File: config.mk
export PLATFORM = sky130hd
export DESIGN_NAME = multi_tick_gen
export DESIGN_NICKNAME = d
export VERILOG_FILES = /design/src/rtl/tick_pkg.sv /design/src/rtl/tick_channel.sv /design/src/rtl/multi_tick_gen.sv
export SDC_FILE = /design/constraint.sdc
export NUM_CORES = 1
export LEC_CHECK = 0
export ABC_AREA = 1
export BUFFER_PORTS_ARGS = -buffer_cell sky130_fd_sc_hd__buf_2
export CORE_UTILIZATION = 50
export CTS_CLUSTER_DIAMETER = 200
export DETAILED_ROUTE_END_ITERATION = 10
export PLACE_DENSITY_LB_ADDON = 0.2
export SYNTH_ARGS = -nofsm -noshare
export SYNTH_HDL_FRONTEND = slang
export SYNTH_SLANG_ARGS = --single-unit
File: constraint.sdc
create_clock -name clk -period 3.65 [get_ports clk]
set_input_delay 0.5475 -clock clk [delete_from_list [all_inputs] [get_ports clk]]
set_output_delay 0.5475 -clock clk [all_outputs]
set_load 0.03 [all_outputs]
File: src/rtl/tick_pkg.sv
// Shared constants, divisor word type and divisor clamping for the tick generator.
package tick_pkg;

  localparam int CNT_W_DEF   = 27;
  localparam int DIV_RST_DEF = 100000;

  typedef logic [CNT_W_DEF-1:0] div_t;

  // A divisor of 0 runs the same as a divisor of 1: a tick every enabled cycle.
  function automatic logic [31:0] clamp_div(input logic [31:0] d);
    return (d == 32'd0) ? 32'd1 : d;
  endfunction

endpackage

File: src/rtl/tick_channel.sv
// One tick channel: divide counter, shadow/active divisor, tick pulse and square enable.
module tick_channel
  import tick_pkg::*;
#(
  parameter int CNT_W   = CNT_W_DEF,
  parameter int DIV_RST = DIV_RST_DEF
) (
  input  logic             clk,
  input  logic             rst_n,
  input  logic             en,
  input  logic             sync_clr,
  input  logic             wr,
  input  logic [CNT_W-1:0] wr_val,
  output logic             tick,
  output logic             sq,
  output logic             busy,
  output logic             fire
);

  logic [CNT_W-1:0] count;
  logic [CNT_W-1:0] act_div;
  logic [CNT_W-1:0] shadow;
  logic [CNT_W-1:0] last;

  // CNT_W is limited to 32 bits by the clamp helper.
  assign last = CNT_W'(clamp_div(32'(act_div)) - 32'd1);

  // Terminal count this cycle; feeds the tick register here and the scan counter at top.
  assign fire = en && !sync_clr && (count == last);

  always_ff @(posedge clk or negedge rst_n) begin
    if (!rst_n) begin
      count   <= '0;
      act_div <= CNT_W'(DIV_RST);
      shadow  <= CNT_W'(DIV_RST);
      tick    <= 1'b0;
      sq      <= 1'b0;
      busy    <= 1'b0;
    end else if (sync_clr) begin
      count   <= '0;
      sq      <= 1'b0;
      tick    <= 1'b0;
      act_div <= shadow;
      busy    <= 1'b0;
    end else begin
      tick <= fire;
      if (en) begin
        if (fire) begin
          count   <= '0;
          sq      <= ~sq;
          act_div <= shadow;
          busy    <= 1'b0;
        end else begin
          count <= count + CNT_W'(1);
        end
      end
      // A write coinciding with a terminal count stays pending for the next period.
      if (wr) begin
        shadow <= wr_val;
        busy   <= 1'b1;
      end
    end
  end

endmodule

File: src/rtl/multi_tick_gen.sv
// Multi-channel tick generator: divisor write decode, channel array and scan index counter.
module multi_tick_gen
  import tick_pkg::*;
#(
  parameter int N_CH    = 3,
  parameter int CNT_W   = CNT_W_DEF,
  parameter int DIV_RST = DIV_RST_DEF,
  parameter int SCAN_W  = 2,
  parameter int CH_W    = (N_CH > 1) ? $clog2(N_CH) : 1
) (
  input  logic              clk,
  input  logic              rst_n,
  input  logic [N_CH-1:0]   en,
  input  logic              sync_clr,
  input  logic              div_wr,
  input  logic [CH_W-1:0]   div_ch,
  input  logic [CNT_W-1:0]  div_val,
  output logic [N_CH-1:0]   tick,
  output logic [N_CH-1:0]   sq,
  output logic [SCAN_W-1:0] scan,
  output logic [N_CH-1:0]   div_busy
);

  logic [N_CH-1:0] wr_sel;
  logic [N_CH-1:0] fire;

  // Out-of-range channel numbers select nothing; sync_clr drops the write.
  always_comb begin
    wr_sel = '0;
    for (int i = 0; i < N_CH; i++) begin
      wr_sel[i] = div_wr && !sync_clr && (32'(div_ch) == i);
    end
  end

  for (genvar g = 0; g < N_CH; g++) begin : g_ch
    tick_channel #(
      .CNT_W  (CNT_W),
      .DIV_RST(DIV_RST)
    ) u_ch (
      .clk     (clk),
      .rst_n   (rst_n),
      .en      (en[g]),
      .sync_clr(sync_clr),
      .wr      (wr_sel[g]),
      .wr_val  (div_val),
      .tick    (tick[g]),
      .sq      (sq[g]),
      .busy    (div_busy[g]),
      .fire    (fire[g])
    );
  end

  always_ff @(posedge clk or negedge rst_n) begin
    if (!rst_n) begin
      scan <= '0;
    end else if (sync_clr) begin
      scan <= '0;
    end else if (fire[0]) begin
      scan <= scan + SCAN_W'(1);
    end
  end

endmodule

## Yosys cells after proc, flatten, opt, wreduce, memory -nomap -nowiden

Cells that the tools add are included.

- Reduce and logical (&&, ||, !) cells: 36
- Muxes and demuxes: 47
- Bitwise gates (word level): 4
- $add $sub $neg: 7
- Equality and inequality tests: 5

Operators with widths:

| operator | count |
|---|---|
| $mux W27 | 21 |
| $add A27 B1 Y27 const B | 3 |
| $eq A27 B27 Y1 | 3 |
| $logic_not A27 Y1 | 3 |
| $sub A27 B1 Y27 const B | 3 |
| $mux W1 | 24 |
| $reduce_and A2 Y1 | 9 |
| $reduce_bool A3 Y1 | 6 |
| $reduce_bool A2 Y1 | 6 |
| $logic_and A1 B1 Y1 | 10 |
| $mux W2 | 2 |
| $not A1 Y1 | 4 |
| $add A2 B1 Y2 const B | 1 |
| $eq A2 B1 Y1 const B | 1 |
| $eq A2 B2 Y1 const B | 1 |
| $logic_not A2 Y1 | 1 |
| $logic_not A1 Y1 | 1 |

- Input bits: 36
- Register bits after elaboration: 254
- Output and inout port bits: 11

## Depth between registers and ports, before layout

Gate-level depths: netlist (run 1).

- Depth in word-level cells: 9
- Gate-level depth with buffers: 25
- Mapped depth without buffers: 23

## Hierarchy

Synthesis (run 1) repeated with hierarchy kept, for this count alone.

- Cells, all modules: 2023
- Area total of the unflattened synthesis: 15781.4 um2

By module, submodules not included:

| module | instances | seq. area each (um2) | area each (um2) | cells an instance |
|---|---|---|---|---|
| tick_channel (g_ch[0].u_ch ...) | 2 | 2117.0 | 5325.1 | 689 |
| tick_channel (g_ch[2].u_ch) | 1 | 2117.0 | 5007.3 | 628 |
| multi_tick_gen | 1 | 50.0 | 123.9 | 17 |

## Worst setup path before layout (run 1)

Ideal clock, no wire load.

- Path type: flip-flop to flip-flop
- Start point: register g_ch[1].u_ch.act_div[16]
- End point: register g_ch[1].u_ch.busy
- Data arrival time: 2.929 ns
- Period minus slack after synthesis: 3.055 ns
- Data required time: 3.524 ns
- Buffers on the path: 2
- Setup time: 0.126 ns
- Stages on the path, launching flop included: 25
- Path slack: 0.595 ns
- Cell sequence: dfstp_2 > nor2_1 > nand2_1 > nor2_1 > nand2_1 > nor2_1 > nor2_2 > ha_1 > nand3_2 > nor2_4 > nand3_2 > nor3_4 > nand2_1 > nand2_1 > nand2_1 > inv_1 > nand3_1 > nor2_1 > nand2_1 > nor2_2 > nand3_1 > buf_4 > buf_6 > nand3_1 > nand2_1

- Longest elaborated chain between the ends: 7

RTL lines:

| element | line | source |
|---|---|---|
| from (decl) | tick_channel.sv:21 | `logic [CNT_W-1:0] act_div;` |
| from (signal assigned) | tick_channel.sv:34 | `act_div <= CNT_W'(DIV_RST);` |
| from (signal assigned) | tick_channel.sv:43 | `act_div <= shadow;` |
| from (signal assigned) | tick_channel.sv:51 | `act_div <= shadow;` |
| $logic_not A27 Y1 | tick_pkg.sv:11 | `return (d == 32'd0) ? 32'd1 : d;` |
| $mux W27 (*) | tick_pkg.sv:11 |  |
| $sub A27 B1 Y27 (*) | tick_channel.sv:26 | `assign last = CNT_W'(clamp_div(32'(act_div)) - 32'd1);` |
| $eq A27 B27 Y1 (*) | tick_channel.sv:29 | `assign fire = en && !sync_clr && (count == last);` |
| $logic_and A1 B1 Y1 (*) | tick_channel.sv:29 |  |
| $reduce_bool A3 Y1 (no line) (*) | n/a |  |
| $reduce_and A2 Y1 (no line) (*) | n/a |  |
| to (signal assigned) | tick_channel.sv:38 | `busy <= 1'b0;` |
| to (signal assigned) | tick_channel.sv:44 | `busy <= 1'b0;` |
| to (signal assigned) | tick_channel.sv:52 | `busy <= 1'b0;` |
| to (decl) | tick_channel.sv:16 | `output logic busy,` |

Every way passes the cells marked *; elsewhere a longest branch is shown, timed or not.
A chain may end at the register's enable or synchronous reset.

## Worst setup path after layout (run 1)

- Start point: register g_ch[2].u_ch.act_div[16]
- End point: register g_ch[2].u_ch.act_div[16]

- Longest elaborated chain between the ends: 7

RTL lines:

| element | line |
|---|---|
| from (decl) | tick_channel.sv:21 |
| from (signal assigned) | tick_channel.sv:34 |
| from (signal assigned) | tick_channel.sv:43 |
| from (signal assigned) | tick_channel.sv:51 |
| $logic_not A27 Y1 | tick_pkg.sv:11 |
| $mux W27 (*) | tick_pkg.sv:11 |
| $sub A27 B1 Y27 (*) | tick_channel.sv:26 |
| $eq A27 B27 Y1 (*) | tick_channel.sv:29 |
| $logic_and A1 B1 Y1 (*) | tick_channel.sv:29 |
| $reduce_bool A2 Y1 (no line) (*) | n/a |
| $reduce_and A2 Y1 (no line) (*) | n/a |

Marks and branches as above.

==> reports/results.txt, run 1 <==
CP Data Required Time = 4.14 ns
Gr ovfl total = 0
Max Cap Viol = 0
Arrival time at the worst endpoint = 3.94 ns
Number of global-route vias before repair = 12,784
Port buffer count = 46
Die Area = 0.0312 mm²
H-tree levels = 1
Clock root buffer master = clkbuf_16
Crit-path max FO = 20
Compound-Gate Fraction of Synth Area = 5.31%
Total Routing Usage GR = 28.1%
Buf+Inv Stages, Crit Path = 3
TritonRoute pass-1 iters = 5
Most frequent cells in the layout = nand2_1 (564), nor2_1 (278), dfrtp_1 (218)
Core area = 0.0298 mm²
Hold Fails Final Rpt = 3
Slew headroom = 33.9%
Residual DRC = 0
Pint = 5.80 mW
Synth Area in Simple Gates = 35.4%
Max Root-Sink Buffers = 3
Max Clk Rate = 0.290 GHz
Via count = 13,583
Post-Synthesis Cells = 2,076
Crit share post-route = 94.6%
Sequential Power Share = 40.5%
Vias/cell = 5.34
IO Pins = 47
RR Startpoint = g_ch[2].u_ch.act_div[16]
Initial antenna violation count = 0
First-pass GRT wire length = 69,100 µm
WL/cell = 17.0 µm
Sequential share of the synthesized area = 42.0%
Layout Cell Area excl Fill = 0.0171 mm²
Post-Syn Area = 0.0152 mm²
Slew @ Worst Pin = 0.988 ns
Startpoint Class = flip-flop
VDD IR-drop max = 0.346 mV
Yosys warning count = 0
Synth Area in Adders = 0.493%
Routed WL = 43,300 µm
Clk_skew = 0.0203 ns
Clock sinks = 254
Net Sw Power = 3.10 mW
Cts-stage hold buffer count = 0
Critical path class = reg2reg
Layout area overhead = 12.4%
Detailed Place HPWL = 32,700 µm
Combinational fraction of design power = 26.0%
Reg2reg end = g_ch[2].u_ch.act_div[16]
Die Height = 177 µm
Final ANT Viol Nets = 0
Area after DPL = 0.0159 mm²
Largest net degree at the start of global routing = 97
Syn_nets = 2,118
Layout cell share with drive strength beyond 1 = 12.3%
Period minus WS final = 3.45 ns
Largest family of logic cells by synthesized area = simple AND/OR/NAND/NOR gates
Worst skew pair latency = 0.57 ns
Xor/xnor share of the synthesized area = 8.72%
EDFF count, synth = 0
Hold Crit Class = in2async
CP delay by family, top = simple AND/OR/NAND/NOR gates
Initial Utilization = 51.1%
CTS tree = done
FF+latch count, synth = 254
Syn Area/Cell = 7.34 µm²
Hold WS = -0.00135 ns
Mux contribution to synthesized area = 0%
Switching Share = 34.8%
Clk slew on worst S/H paths = 0.06 ns
Setup slack, reg-to-reg = 0.20 ns
Top_reg_cell synth = dfrtp_1
Library cell with the largest summed area after synthesis = dfrtp_1
Slowest cell on crit path = dfstp_2
Outcome = finished, violations left
RSZ-0062 raised after global routing = yes
Synth area leaders = dfrtp_1 (36%), nand2_1 (14%), nor2_1 (7.0%)
Failing checks = negative hold slack
Power density cells = 520 mW/mm²
Gpl congestion = 0.951
CTS Buf Count = 29
CP endpoint kind = flip-flop
DRT iter0 DRCs = 1,064
Setup Viol. Count Final = 0
Max stage delay on crit path = 0.57 ns
Netlist cell types = 52
Die width = 177 µm
R2r worst-path depth = 22
Diodes inserted = 0
Fin. max-slew vios = 0
Filler cells = 2,854
Asr flop ratio synth = 100%
Final core occ = 57.4%
Cells along the critical path = inv_1 -> nand3_1 -> nor2_1 -> nand2_1 -> nor2_4 -> nor2_4 -> ha_2 -> nand3_2 -> nor2_4 -> nand4_1 -> buf_4 -> or2_2 -> nand2_1 -> nor2_1 -> nand3_1 -> nor2_1 -> nand2_1 -> nor2_2 -> nand2_2 -> nand2_4 -> clkbuf_16 -> o21ai_0
Synth top area share = 35.8%
Leakage = 8.38 nW
Commonest non-fill, non-tap cell in the layout = nand2_1
Nets = 2,175
Clk pwr share = 33.5%
Rows = 63
-- state kept, by name, summed over array words and instances (netlist names) --
register and flops:
g_ch.u_ch.act_div 81, g_ch.u_ch.count 81, g_ch.u_ch.shadow 81, g_ch.u_ch.busy 3, g_ch.u_ch.sq 3, g_ch.u_ch.tick 3
scan 2
-- power groups by stage --
stage | clock network, mW | logic [mW] | registers [mW]
floorplan | 0 | 1.65 | 3.50
global placement | 0 | 2.22 | 3.64
detailed placement | 0 | 2.23 | 3.64
CTS | 3.03 | 2.25 | 3.60
global route | 3.12 | 2.62 | 3.65
finish | 2.98 | 2.31 | 3.60
-- how the worst max path moves through the flow --
| stage | slack (ns) | cells after the start | endpoint | startpoint |
|---|---|---|---|---|
| floorplan | 0.59 | 24 | g_ch[1].u_ch.busy | g_ch[1].u_ch.act_div[16] |
| global placement | -0.03 | 21 | g_ch[2].u_ch.act_div[7] | g_ch[2].u_ch.act_div[16] |
| detailed placement | -0.02 | 20 | g_ch[2].u_ch.count[16] | g_ch[2].u_ch.act_div[16] |
| CTS | 0.002 | 21 | g_ch[2].u_ch.act_div[12] | g_ch[2].u_ch.act_div[16] |
| global route | -0.04 | 24 | g_ch[1].u_ch.act_div[5] | g_ch[1].u_ch.act_div[16] |
| finish | 0.20 | 22 | g_ch[2].u_ch.act_div[16] | g_ch[2].u_ch.act_div[16] |
-- cell families (layout without fill, tap and decap cells) --
logic type      count (synthesis)  after routing
fa+ha+maj                       6              6
simple gates                 1218           1218
buf+inv                       294            374
compound gates                154            154
xor+xnor                      150            150
flops                         254            254
-- repair_timing --
item,CTS,global route
buffers inserted,1,7
cloned,0,2
resized for setup,2,22
pin swaps,1,8
endpoints found under the setup margin,11,157
-- synthesized netlist by cell type, types with 12 or more instances --
library cell / n
o21ai_0: 119
inv_2: 13
nor2_2: 15
dfstp_2: 36
xor2_1: 109
nor3_1: 36
clkbuf_1: 25
nand4_1: 59
buf_4: 14
or2_2: 14
nor2_1: 283
nand3b_1: 15
nand3_1: 181
buf_2: 12
nand2_1: 564
xnor2_1: 40
inv_1: 218
dfrtp_1: 218
-- per-stage QoR --
step	instances	setup WS (ns)	TNS [ns]	power, mW
2_1_floorplan	2076	0.595	0	5.15
3_3_place_gp	2482	-0.0294	-0.195	5.86
4_1_cts	2537	0.00177	0	8.88
6_report	2546	0.198	0	8.89
3_5_place_dp	2482	-0.0218	-0.0397	5.87
5_1_grt	2546	-0.0444	-0.428	9.39
-- area by class of cell --
cell class | count | area [µm²] | share of cell area, %
multi-input combinational | 1528 | 7680 | 44.9
sequential | 254 | 6400 | 37.4
clock inverter | 12 | 133 | 0.775
clock buffer | 42 | 855 | 4.99
timing repair buffer | 87 | 682 | 3.98
inverter | 233 | 875 | 5.11
tap | 390 | 488 | 2.85
-- routing by layer --
metal	GRT usage [%]	wire, µm
met1	42.2	21000
met5	0	0
met2	43.0	19100
met4	6.93	856
met3	3.32	2380
Power figures use the tool's default switching activity.
==> inputs of run 2 (changes only) <==
Settings changed: REMOVE_ABC_BUFFERS from default to 1.
Clock period 3.65 ns to 3.9 ns, I/O delays scaled along.
==> run 2 against run 1 <==
The run now ends clean. Non-clock buffer count shrank 21. Die area unchanged. Critical path type unchanged. Via count decreased by 1.1%. Highest routed layer unchanged. Largest power group unchanged. Core utilization fell by 1.1 points.
==> reports/results.txt, run 2 (synthesized netlist as in run 1, its figures left out) <==
Nets = 2,154
Clock sinks = 254
Max Clk Rate = 0.277 GHz
Die width = 177 µm
DRT iter0 DRCs = 1,097
Largest net degree at the start of global routing = 110
Most frequent cells in the layout = nand2_1 (564), nor2_1 (283), dfrtp_1 (218)
FF+latch area = 0.00640 mm²
Residual DRC = 0
Power density cells = 486 mW/mm²
Crit-path max FO = 23
Cts-stage hold buffer count = 0
Via count = 13,429
CTS Buf Count = 29
VDD IR-drop max = 0.344 mV
Layout Cell Area excl Fill = 0.0168 mm²
CTS tree = done
Number of global-route vias before repair = 12,547
Slew @ Worst Pin = 0.970 ns
First-pass GRT wire length = 68,400 µm
RR Startpoint = g_ch[1].u_ch.act_div[21]
Fin. max-slew vios = 0
CP endpoint kind = flip-flop
Top Registers = g_ch.u_ch.act_div: 81 flops, g_ch.u_ch.count: 81 flops, g_ch.u_ch.shadow: 81 flops
Setup Viol. Count Final = 0
Hold Crit Class = in2async
Die Height = 177 µm
TritonRoute pass-1 iters = 6
Final ANT Viol Nets = 0
Total Routing Usage GR = 27.8%
IO Pins = 47
Clk slew on worst S/H paths = 0.06 ns
Buf+Inv Stages, Crit Path = 2
WL/cell = 16.9 µm
Reg2reg end = g_ch[1].u_ch.count[17]
RSZ-0062 raised after global routing = no
Hold Fails Final Rpt = 0
Gpl congestion = 0.982
Startpoint Class = flip-flop
Max Root-Sink Buffers = 3
Critical path class = reg2reg
Vias/cell = 5.32
Slowest cell on crit path = dfrtp_1
Diodes inserted = 0
CP delay by family, top = simple AND/OR/NAND/NOR gates
Clock root buffer master = clkbuf_16
Layout area overhead = 10.1%
Crit share post-route = 92.6%
Final core occ = 56.3%
Setup slack, reg-to-reg = 0.29 ns
Filler cells = 2,866
Die Area = 0.0312 mm²
Port buffer count = 46
Worst skew pair latency = 0.57 ns
Gr ovfl total = 0
Setup tns final = 0 ns
Period minus WS final = 3.61 ns
R2r worst-path depth = 23
Area after DPL = 0.0158 mm²
Max Cap Viol = 0
Commonest non-fill, non-tap cell in the layout = nand2_1
Rows = 63
Clk_skew = 0.0163 ns
Cells along the critical path = nor2_2 -> nand2_1 -> nor2_1 -> nand2_1 -> nor2_1 -> nor2_2 -> ha_1 -> nand3_2 -> nor2_4 -> nand3_2 -> nor3_4 -> nand2_1 -> nand2_1 -> nand2_1 -> inv_1 -> nand3_1 -> nor2_1 -> nand2_1 -> nor2_2 -> nand3_1 -> nand2_2 -> buf_4 -> nor2_1
Initial antenna violation count = 0
Core area = 0.0298 mm²
Leakage = 8.22 nW
Detailed Place HPWL = 32,200 µm
Outcome = completed
H-tree levels = 1
Initial Utilization = 51.1%
Cell mode on critical path = nand2_1
Area of the multi-input gates = 0.00762 mm²
Post-CTS setup repair buffer count = 0
Max stage delay on crit path = 0.51 ns
Layout cell share with drive strength beyond 1 = 11.0%
CP Data Required Time = 4.33 ns
Arrival time at the worst endpoint = 4.04 ns
Routed WL = 42,600 µm
Slew headroom = 35.3%
run 2: cell count changes in the layout (fill, tap and decap cells not counted), moves of 3 or more:
cell,delta
clkbuf_8,-3
inv_6,+3
nor2_2,-4
nor2_1,+5
buf_4,-17
run 2: metrics by stage:
| step | setup slack [ns] | power, mW | std cells | hold slack (ns) |
|---|---|---|---|---|
| floorplan | -0.0347 | 4.79 | 2015 | 0.289 |
| global placement | 0.394 | 5.46 | 2471 | 0.451 |
| detailed placement | 0.327 | 5.47 | 2471 | 0.452 |
| CTS | 0.294 | 8.19 | 2525 | 0.0863 |
| global route | 0.0134 | 8.63 | 2525 | 0.100 |
| finish | 0.290 | 8.15 | 2525 | 0.0202 |
run 2: power breakdown:
group	internal, mW	total (mW)	switching [mW]
Sequential	3.01	3.37	0.361
Clock	1.54	2.68	1.15
Combinational	0.721	2.10	1.38
run 2: layout make-up:
| cell class | count | area share [%] |
|---|---|---|
| clock buffers | 41 | 4.89 |
| clock inverters | 13 | 0.679 |
| inverters | 233 | 5.21 |
| multi-input cells | 1528 | 45.4 |
| flip-flops and latches | 254 | 38.2 |
| well taps | 390 | 2.91 |
| repair buffers | 66 | 2.72 |
run 2: layer usage:
metal | vias up | GRT usage, % | wire (µm)
met5 | - | 0 | 0
met4 | 0 | 6.65 | 885
li1 | 6648 | - | -
met1 | 6386 | 41.4 | 20500
met3 | 65 | 3.51 | 2380
met2 | 330 | 42.8 | 18800
run 2: how the worst max path moves through the flow:
stage	startpoint	slack, ns	to	depth (start not counted)
floorplan	g_ch[1].u_ch.act_div[16]	-0.03	g_ch[1].u_ch.act_div[0]	23
global placement	g_ch[1].u_ch.act_div[16]	0.39	g_ch[1].u_ch.act_div[26]	24
detailed placement	g_ch[1].u_ch.act_div[16]	0.33	g_ch[1].u_ch.act_div[8]	24
CTS	g_ch[1].u_ch.act_div[16]	0.29	g_ch[1].u_ch.act_div[26]	24
global route	g_ch[1].u_ch.act_div[16]	0.01	g_ch[1].u_ch.count[17]	23
finish	g_ch[1].u_ch.act_div[21]	0.29	g_ch[1].u_ch.count[17]	23
run 2: what timing repair did:
item,4_1_cts,5_1_grt
setup endpoints to repair,0,28
resized for setup,0,1
hold endpoints to repair,0,0
